--- src/rtl/c4_win_scanner.sv ---
// Connect4 board keeper: resolves drop rows, stores coins, then walks the four lines
// through the new coin one cell per clock. Optional draw detection: C4_DRAW_DETECT_EN.
module c4_win_scanner #(
    parameter int COLS    = 7,
    parameter int ROWS    = 6,
    parameter int WIN_LEN = 4
) (
    input  logic       clk,
    input  logic       rst,
    input  logic       new_game,
    input  logic       place_valid,
    input  logic [2:0] place_col,
    input  logic       place_player,
    output logic       ready,
    output logic       reject,
    output logic       done,
    output logic [2:0] place_row,
    output logic       win,
    output logic       win_player,
    output logic       draw,
    output logic [5:0] moves,
    output logic [2:0] dbg_state
);

    localparam logic [2:0] S_IDLE  = 3'd0;
    localparam logic [2:0] S_WRITE = 3'd1;
    localparam logic [2:0] S_SCAN  = 3'd2;
    localparam logic [2:0] S_DONE  = 3'd3;
    localparam logic [2:0] S_OVER  = 3'd4;

    localparam logic [3:0]        STEP_LAST = 4'(2 * WIN_LEN - 2);
    localparam logic [3:0]        RUN_WIN   = 4'(WIN_LEN);
    localparam logic [3:0]        H_FULL    = 4'(ROWS);
    localparam logic [3:0]        COLS_U    = 4'(COLS);
    localparam logic [5:0]        CELLS     = 6'(COLS * ROWS);
    localparam logic signed [5:0] K_OFS     = 6'(WIN_LEN - 1);
    localparam logic signed [5:0] COLS_S    = 6'(COLS);
    localparam logic signed [5:0] ROWS_S    = 6'(ROWS);

    logic [2:0] r_state;
    logic [1:0] r_board [8][8];
    logic [3:0] r_height [8];
    logic [2:0] r_col;
    logic [2:0] r_row;
    logic       r_player;
    logic [3:0] r_step;
    logic [1:0] r_dir;
    logic [3:0] r_run;
    logic       r_hit;
    logic       r_reject;
    logic       r_win;
    logic       r_win_player;
    logic       r_draw;
    logic [5:0] r_moves;

    logic signed [5:0] w_k;
    logic signed [5:0] w_col_s;
    logic signed [5:0] w_row_s;
    logic signed [5:0] w_c;
    logic signed [5:0] w_r;
    logic              w_on;
    logic [1:0]        w_cell;
    logic [1:0]        w_code;
    logic              w_match;
    logic [3:0]        w_run_base;
    logic [3:0]        w_run_next;
    logic              w_hit_now;
    logic              w_col_ok;
    logic              w_col_full;
    logic              w_draw_next;

    // Scan cell = new coin + k*(dc,dr); bounds are checked signed so nothing wraps.
    assign w_k     = $signed({2'b00, r_step}) - K_OFS;
    assign w_col_s = $signed({3'b000, r_col});
    assign w_row_s = $signed({3'b000, r_row});

    always_comb begin
        w_c = w_col_s;
        w_r = w_row_s;
        case (r_dir)
            2'd0: w_c = w_col_s + w_k;
            2'd1: w_r = w_row_s + w_k;
            2'd2: begin
                w_c = w_col_s + w_k;
                w_r = w_row_s + w_k;
            end
            default: begin
                w_c = w_col_s + w_k;
                w_r = w_row_s - w_k;
            end
        endcase
    end

    assign w_on       = (w_c >= 6'sd0) && (w_c < COLS_S) && (w_r >= 6'sd0) && (w_r < ROWS_S);
    assign w_cell     = w_on ? r_board[w_c[2:0]][w_r[2:0]] : 2'b00;
    assign w_code     = r_player ? 2'd2 : 2'd1;
    assign w_match    = w_on && (w_cell == w_code);
    assign w_run_base = (r_step == 4'd0) ? 4'd0 : r_run;
    assign w_run_next = w_match ? (w_run_base + 4'd1) : 4'd0;
    assign w_hit_now  = (w_run_next >= RUN_WIN);

    assign w_col_ok   = ({1'b0, place_col} < COLS_U);
    assign w_col_full = (r_height[place_col] >= H_FULL);

`ifdef C4_DRAW_DETECT_EN
    assign w_draw_next = !(r_hit || w_hit_now) && (r_moves == CELLS);
`else
    assign w_draw_next = 1'b0;
`endif

    always_ff @(posedge clk or negedge rst) begin
        if (!rst) begin
            r_state      <= S_IDLE;
            r_col        <= 3'd0;
            r_row        <= 3'd0;
            r_player     <= 1'b0;
            r_step       <= 4'd0;
            r_dir        <= 2'd0;
            r_run        <= 4'd0;
            r_hit        <= 1'b0;
            r_reject     <= 1'b0;
            r_win        <= 1'b0;
            r_win_player <= 1'b0;
            r_draw       <= 1'b0;
            r_moves      <= 6'd0;
            for (int c = 0; c < 8; c++) begin
                r_height[c] <= 4'd0;
                for (int r = 0; r < 8; r++) r_board[c][r] <= 2'b00;
            end
        end else if (new_game) begin
            r_state      <= S_IDLE;
            r_col        <= 3'd0;
            r_row        <= 3'd0;
            r_player     <= 1'b0;
            r_step       <= 4'd0;
            r_dir        <= 2'd0;
            r_run        <= 4'd0;
            r_hit        <= 1'b0;
            r_reject     <= 1'b0;
            r_win        <= 1'b0;
            r_win_player <= 1'b0;
            r_draw       <= 1'b0;
            r_moves      <= 6'd0;
            for (int c = 0; c < 8; c++) begin
                r_height[c] <= 4'd0;
                for (int r = 0; r < 8; r++) r_board[c][r] <= 2'b00;
            end
        end else begin
            r_reject <= 1'b0;
            case (r_state)
                S_IDLE: begin
                    if (place_valid) begin
                        if (w_col_ok && !w_col_full) begin
                            r_col    <= place_col;
                            r_player <= place_player;
                            r_row    <= r_height[place_col][2:0];
                            r_state  <= S_WRITE;
                        end else begin
                            r_reject <= 1'b1;
                        end
                    end
                end
                S_WRITE: begin
                    r_board[r_col][r_row] <= w_code;
                    r_height[r_col]       <= r_height[r_col] + 4'd1;
                    r_moves               <= r_moves + 6'd1;
                    r_step                <= 4'd0;
                    r_dir                 <= 2'd0;
                    r_hit                 <= 1'b0;
                    r_state               <= S_SCAN;
                end
                S_SCAN: begin
                    r_run <= w_run_next;
                    r_hit <= r_hit | w_hit_now;
                    if (r_step == STEP_LAST) begin
                        r_step <= 4'd0;
                        // Results land on the last scan edge so they are visible with done.
                        if (r_dir == 2'd3) begin
                            r_win        <= r_hit | w_hit_now;
                            r_win_player <= r_player;
                            r_draw       <= w_draw_next;
                            r_state      <= S_DONE;
                        end else begin
                            r_dir <= r_dir + 2'd1;
                        end
                    end else begin
                        r_step <= r_step + 4'd1;
                    end
                end
                S_DONE: r_state <= (r_win || r_draw) ? S_OVER : S_IDLE;
                S_OVER: r_state <= S_OVER;
                default: r_state <= S_IDLE;
            endcase
        end
    end

    assign ready      = (r_state == S_IDLE);
    assign done       = (r_state == S_DONE);
    assign reject     = r_reject;
    assign place_row  = r_row;
    assign win        = r_win;
    assign win_player = r_win_player;
    assign draw       = r_draw;
    assign moves      = r_moves;
    assign dbg_state  = r_state;

endmodule

--- config.mk ---
export PLATFORM = sky130hd
export DESIGN_NAME = c4_win_scanner
export DESIGN_NICKNAME = d
export VERILOG_FILES = /design/src/rtl/c4_win_scanner.sv
export SDC_FILE = /design/constraint.sdc
export NUM_CORES = 1
export LEC_CHECK = 0
export ABC_AREA = 1
export CAP_MARGIN = 20
export CORE_MARGIN = 4
export CORE_UTILIZATION = 40
export CTS_CLUSTER_SIZE = 14
export DETAILED_ROUTE_END_ITERATION = 16
export PLACE_DENSITY_LB_ADDON = 0.12
export SYNTH_ARGS = -nofsm -noshare
export SYNTH_HDL_FRONTEND = slang
export SYNTH_SLANG_ARGS = --single-unit
export TNS_END_PERCENT = 30
--- constraint.sdc ---
create_clock -name clk -period 2.7 [get_ports clk]
set_input_delay 0.27 -clock clk [delete_from_list [all_inputs] [get_ports clk]]
set_output_delay 0.27 -clock clk [all_outputs]
set_load 0.1 [all_outputs]
==> run_results.csv, run 1 <==
group,metric,value,unit
outcome,status,"finished with violations",
outcome,failed_checks,"setup timing",
floorplanning,fp.dieArea,27900,µm²
synthesis,synth_cell_types,45,
critical_path,path_cells,"inv_2, ha_4, inv_4, fa_2, nand2_2, o21ai_4, clkbuf_16, nand3_1, nand3_1, nand3_2, nand2_1, nand2_1, nand2_1, inv_2, nand2_1, nand2_2, nand2_4, o211ai_2, nand2_1, nand2_1, nand2_1",
layout,drive_gt1_share,18.0,%
timing,max_slew_margin,45.0,%
critical_path,cp_num_buf_inv,4,
placed_design,io_buffers,24,
detailed_routing,num_vias,9689,
detailed_routing,met2_length,14700,µm
floorplanning,pin_count,26,
power,p_int,5.46,mW
synthesis,synth_seq_cells,190,
layout,fin_cells,1729,
critical_path,critPathLaunch,"r_step[0]",
layout,seq_area,4760,µm²
critical_path,worstReg2RegStart,"r_step[0]",
timing,setup_violations,6,
detailed_routing,drcViolationCount,0,
detailed_routing,drtIter0Drc,1081,
critical_path,critPathKind,"reg2reg",
power,leakagePower,5.49,nW
power,p_clk_share,29.0,%
placed_design,post-place-cells,1685,
clock_network,tritoncts,"yes",
power,pwr-share-seq,33.4,%
timing,fmax,336,MHz
power,power.switching,3.38,mW
critical_path,rr_endpoint,"r_hit",
critical_path,cpMaxStageDelayCell,"fa_2",
critical_path,r2r_cells,21,
placed_design,place_congestion,0.920,
global_route,grt_pass1_vias,9111,
critical_path,cp_common_cell,"nand2_1",
timing,period_share,110,%
detailed_routing,drt-total-wl,32400,µm
detailed_routing,route.met3.wl,2160,µm
clock_network,cts_buffer_depth,2,
detailed_routing,met1_length,15000,µm
global_route,grt_max_degree,122,
layout,antennaDiodeCount,0,
power,p_comb_share,37.6,%
clock_network,ctsHtreeMaxLevel,4,
detailed_routing,ant_nets,0,
timing,fin_ws,-0.276,ns
hold_path,worstHoldStart,"place_valid",
critical_path,crit_family,"simple AND/OR/NAND/NOR gates",
floorplanning,dieWidth,167,µm
floorplanning,rows,57,
floorplanning,core_area,24600,µm²
timing,max_slew.worst_pin.slew,0.823,ns
synthesis,synth_fp_nets,1323,
critical_path,cp-end-kind,"flip-flop",
layout,final_area,12500,µm²
synthesis,yosysWarningCount,0,
critical_path,cp.required,3.08,ns
global_route,grt_pass1_wl,50900,µm
power,swShare,38.3,%
detailed_routing,route.top_layer_used,"met4",
floorplanning,initial_core_util,41.0,%
synthesis,synthCells,1298,
detailed_routing,wl_per_cell,18.7,µm
clock_network,cts.sinks,190,
timing,rsz0062_at_grt,"yes",
detailed_routing,firstDrtPassIters,6,
timing,fin_skew,0.0283,ns
clock_network,clk_pin_slew,0.08,ns
placed_design,dpl_cell_area,11400,µm²
clock_network,ctsRootBufferMaster,"clkbuf_16",
global_route,grt_use_total,22.8,%
synthesis,synth_area,10100,µm²
layout,syn2layout_area_growth,23.5,%
clock_network,insertion_delay,0.46,ns
layout,multi_input_area,4990,µm²
synthesis,synthFlopType,"dfrtp_1",
floorplanning,fp.dieH,167,µm
synthesis,syn_area_per_cell,7.78,µm²
synthesis,async_reset_ff_share,100,%
power,pwr_density_cell,709,nW/µm²
placed_design,dp_hpwl,21200,µm
clock_network,cts_inserted_buffers,17,
hold_path,min_to,"reject",
global_route,antenna_found_initial,0,
hold_path,worstHoldPathCells,3,
critical_path,arrival,3.36,ns
critical_path,slowest_delay,0.58,ns
synthesis,yosysSeqAreaShare,47.1,%
timing,min_period,2.98,ns
timing,maxSlewViolCount,0,
timing,finalHoldViolations,0,
power,ir_worst_vdd,0.000412,V
critical_path,cp_max_fo,6,
layout,num-nets-final,1417,
job,drv_cap,0,
global_route,overflow,0,
detailed_routing,vias_per_cell,5.60,
critical_path,regToRegSetupSlack,-0.28,ns
critical_path,start_kind,"flip-flop",
layout,fill_cells,2321,
synthesis,synth_edf_count,0,
hold_path,hp-class,"in2reg",
-- repair_timing --
action                     CTS  global route
hold endpoints to repair    72             0
setup endpoints to repair    6             6
cloned                       1             3
setup buffers                4             3
pin swaps                    3            39
hold buffers                 1             0
gates resized for setup     17            59
-- synthesized netlist by cell type (all sizes together), types with 2 or more instances --
library cell  number  area [µm²]
a21oi             39         195
a221oi             3        26.3
a22oi              2        15.0
a31oi              2        12.5
buf               39         209
clkbuf            22        82.6
clkinv             3        12.5
dfrtp            190        4750
fa                 2        40.0
ha                15         188
inv               99         372
nand2            300        1150
nand3            278        1400
nand4              4        25.0
nor2              41         159
nor3              17         113
nor4               3        25.0
o2111ai            4        35.0
o211ai             2        20.0
o21ai            186         938
o22ai             35         219
xnor2              3        41.3
xor2               3        26.3
-- registers in the layout, indices dropped and copies added (netlist names) --
name	flops
r_hit	1
r_col	3
win	1
moves	6
r_height	32
r_run	4
r_step	4
r_player	1
r_board	128
place_row	3
reject	1
dbg_state	3
win_player	1
r_dir	2
-- cell usage in the layout, fill, tap and decap left out, drive strengths merged --
| cell | count |
|---|---|
| nand2 | 300 |
| nand3 | 278 |
| dfrtp | 190 |
| o21ai | 186 |
| buf | 126 |
| inv | 107 |
| nor2 | 41 |
| a21oi | 39 |
| o22ai | 35 |
| clkbuf | 20 |
| nor3 | 17 |
| ha | 15 |
| clkinv | 10 |
| clkdlybuf4s50 | 6 |
| o2111ai | 4 |
| nand4 | 4 |
| xor2 | 3 |
| a221oi | 3 |
| nor4 | 3 |
| xnor2 | 3 |
| a31oi | 2 |
| o211ai | 2 |
| a22oi | 2 |
| fa | 2 |
| a211oi | 1 |
| or2 | 1 |
| nand3b | 1 |
| and3 | 1 |
| a22o | 1 |
| conb | 1 |
| dlygate4sd3 | 1 |
-- layer usage --
metal,global-route usage [%],vias up
met4,5.37,0
li1,-,4649
met3,3.72,39
met2,34.7,358
met1,34.2,4643
met5,0,-
-- metrics by stage --
step	utilization (%)	power [mW]	hold slack (ns)	setup slack, ns	TNS (ns)
after floorplan	-	4.61	-0.0256	-0.411	-2.47
after global placement	46.3	5.75	0.363	-0.524	-2.88
after detailed placement	46.3	5.77	0.362	-0.539	-2.96
after CTS	49.2	8.50	0.395	-0.308	-1.52
after global routing	50.7	9.26	0.436	-0.441	-2.47
final	50.7	8.84	0.397	-0.276	-1.27
-- final cells by class --
| cell class | count | area share (%) |
|---|---|---|
| Clock buffer | 17 | 3.41 |
| Clock inverter | 15 | 1.32 |
| Inverter | 102 | 3.14 |
| Multi-Input combinational cell | 945 | 40.0 |
| Sequential cell | 190 | 38.1 |
| Tap cell | 324 | 3.25 |
| Timing Repair Buffer | 136 | 10.8 |
-- worst min-delay path, delay by kind of cell --
kind,cells,cell delay [ns]
buf+inv,2,0.51
simple gates,1,0.04
-- how the worst max path moves through the flow --
| stage | to | slack [ns] | depth (start not counted) |
|---|---|---|---|
| 6_report | r_hit | -0.28 | 21 |
| 5_1_grt | r_hit | -0.44 | 20 |
| 4_1_cts | win | -0.31 | 21 |
| 3_5_place_dp | win | -0.54 | 18 |
| 3_3_place_gp | win | -0.52 | 18 |
| 2_1_floorplan | r_hit | -0.41 | 14 |
-- power groups by stage --
stage	clock, mW	sequential (mW)	combinational (mW)
global placement	0	3.01	2.75
finish	2.56	2.95	3.32
detailed placement	0	3.01	2.76
global route	2.73	2.96	3.57
CTS	2.61	2.95	2.94
floorplan	0	3.11	1.50
-- kinds of logic (layout without fill, tap and decap cells) --
group	after synthesis	in the layout	synth area share, %
AND/OR/NAND/NOR	646	646	28.6
AO/OA/AOI/OAI	275	275	14.6
flip-flops	190	190	47.1
buffers and inverters	163	270	6.69
adder cells (fa/ha/maj)	17	17	2.26
XOR/XNOR	6	6	0.669
other	1	1	0.0371
Power figures use the tool's default switching activity.
==> inputs of run 2 (changes only) <==
--- a/config.mk
+++ b/config.mk
@@ -7,4 +7,5 @@
 export LEC_CHECK = 0
 export ABC_AREA = 1
+export ABC_CLOCK_PERIOD_IN_PS = 2700
 export CAP_MARGIN = 20
 export CORE_MARGIN = 4
@@ -13,4 +14,5 @@
 export DETAILED_ROUTE_END_ITERATION = 16
 export PLACE_DENSITY_LB_ADDON = 0.12
+export REMOVE_ABC_BUFFERS = 1
 export SYNTH_ARGS = -nofsm -noshare
 export SYNTH_HDL_FRONTEND = slang
==> constraint.sdc (replaced) <==
create_clock -name clk -period 2.7 [get_ports clk]
set_input_delay 0.54 -clock clk [delete_from_list [all_inputs] [get_ports clk]]
set_output_delay 0.54 -clock clk [all_outputs]
set_load 0.1 [all_outputs]
==> run 2 against run 1 <==
Compared with the run above:
- the flow still finishes with violations (setup timing)
- combinational power shrank 6.0%
- global-route usage shrank 0.069 points
- clock power grew 2%
- non-clock buffer count shrank 5
- via count shrank 1.5%
- flip-flop and latch count is the same
- design area shrank 1.0%
==> run_results.csv, run 2 (same netlist as run 1, synthesis figures left out) <==
group,metric,value,unit
clock_network,cts.sinks,190,
detailed_routing,vias_per_cell,5.54,
timing,setup_violations,6,
clock_network,tritoncts,"yes",
clock_network,cts_inserted_buffers,17,
timing,rsz0062_at_grt,"yes",
floorplanning,rows,57,
detailed_routing,ant_nets,0,
clock_network,insertion_delay,0.44,ns
placed_design,post-place-cells,1682,
floorplanning,dieWidth,167,µm
power,pwr-share-seq,34.0,%
critical_path,cp_max_fo,6,
detailed_routing,wl_per_cell,18.5,µm
clock_network,ctsHtreeMaxLevel,4,
timing,max_slew_margin,42.9,%
layout,largest_register_ffs,128,
power,leakagePower,5.42,nW
layout,top_register,"r_board",
power,p_clk_share,30.0,%
placed_design,io_buffers,24,
clock_network,clk_pin_slew,0.08,ns
timing,fin_ws,-0.284,ns
floorplanning,fp.dieArea,27900,µm²
power,ir_worst_vdd,0.000446,V
critical_path,start_kind,"flip-flop",
clock_network,ctsRootBufferMaster,"clkbuf_16",
timing,period_share,111,%
detailed_routing,drcViolationCount,0,
global_route,grt_max_degree,71,
layout,num-nets-final,1412,
global_route,grt_pass1_wl,51400,µm
timing,max_slew.worst_pin.slew,0.854,ns
layout,drive_gt1_share,17.1,%
critical_path,cp-end-kind,"flip-flop",
floorplanning,initial_core_util,41.0,%
layout,fin_cells,1724,
timing,finalHoldViolations,0,
timing,min_period,2.98,ns
clock_network,cts-hold-fix-buffers,0,
timing,fin_setup_tns,-1.41,ns
global_route,grt_use_total,22.7,%
power,p_comb_share,36.0,%
floorplanning,fp.dieH,167,µm
timing,fin_skew,0.0110,ns
outcome,failed_checks,"setup timing",
clock_network,cts_buffer_depth,2,
outcome,status,"finished with violations",
power,pwr_density_cell,702,nW/µm²
timing,fmax,335,MHz
placed_design,place_congestion,0.875,
power,totalPowerFinal,8.67,mW
global_route,grt_pass1_vias,9318,
detailed_routing,drtIter0Drc,1077,
critical_path,cp.required,3.08,ns
placed_design,place_ws,-0.503,ns
power,power.switching,3.14,mW
placed_design,dpl_cell_area,11300,µm²
detailed_routing,drt-total-wl,31900,µm
critical_path,arrival,3.37,ns
power,swShare,36.3,%
layout,finalCoreUtilization,50.2,%
layout,layout_common_cells,"nand2_1, nand3_1, dfrtp_1",
floorplanning,core_area,24600,µm²
detailed_routing,num_vias,9545,
timing,hold_slack,0.0765,ns
layout,antennaDiodeCount,0,
layout,syn2layout_area_growth,22.3,%
power,p_int,5.53,mW
layout,final_common_cell,"nand2_1",
global_route,antenna_found_initial,0,
placed_design,dp_hpwl,21100,µm
floorplanning,pin_count,26,
timing,maxSlewViolCount,0,
critical_path,critPathKind,"reg2reg",
global_route,overflow,0,
job,drv_cap,0,
layout,final_area,12300,µm²
hold_path,hp-class,"in2async",
detailed_routing,firstDrtPassIters,6,
run 2: layout make-up:
class,count,area (µm²)
clock inverter,10,131
multi-input combinational,945,4940
clock buffer,22,464
fill,2389,12300
sequential,190,4760
inverter,102,395
timing repair buffer,131,1260
tap,324,405
run 2: power groups by stage:
stage | registers, mW | logic [mW] | clock network, mW
3_3_place_gp | 3.00 | 2.68 | 0
5_1_grt | 2.96 | 3.37 | 2.75
3_5_place_dp | 3.00 | 2.68 | 0
6_report | 2.95 | 3.12 | 2.60
4_1_cts | 2.94 | 2.93 | 2.64
2_1_floorplan | 3.12 | 1.34 | 0
run 2: worst paths after layout:
kind	from	endpoint	slack, ns	depth (start not counted)
max in group asynchronous	rst	r_step[0]	1.84	2
min in group clk	moves[5]	moves[5]	0.47	1
worst min-delay path	rst	r_board[91]	0.08	1
worst max-delay path	r_step[1]	win	-0.28	22
worst max register to register	r_step[1]	win	-0.28	22
worst min register to register	moves[5]	moves[5]	0.47	1
run 2: worst max-delay path, stage by stage (launching register included):
cell,delay (ns)
dfrtp_1,0.43
inv_2,0.07
ha_4,0.28
inv_4,0.04
fa_2,0.57
nand2_2,0.08
o21ai_4,0.10
buf_12,0.16
clkbuf_16,0.14
nand3_2,0.08
nand3_2,0.07
nand3_2,0.06
nand2_1,0.08
nand2_1,0.06
nand2_2,0.14
inv_2,0.05
nand3_2,0.07
nand2_2,0.07
inv_2,0.09
o211ai_2,0.09
nand3_1,0.09
nand2_1,0.05
inv_1,0.04
run 2: what timing repair did:
item,4_1_cts,5_1_grt
endpoints found under the setup margin,6,7
setup buffers,7,1
gates resized for setup,20,55
pin swaps,7,38
cloned,2,1
run 2: routing by layer:
metal	track usage, %	vias to the layer above	wire length [µm]
li1	-	4628	-
met1	32.7	4606	14900
met2	36.3	278	14800
met3	3.25	33	1710
met4	5.80	0	457
met5	0	-	0
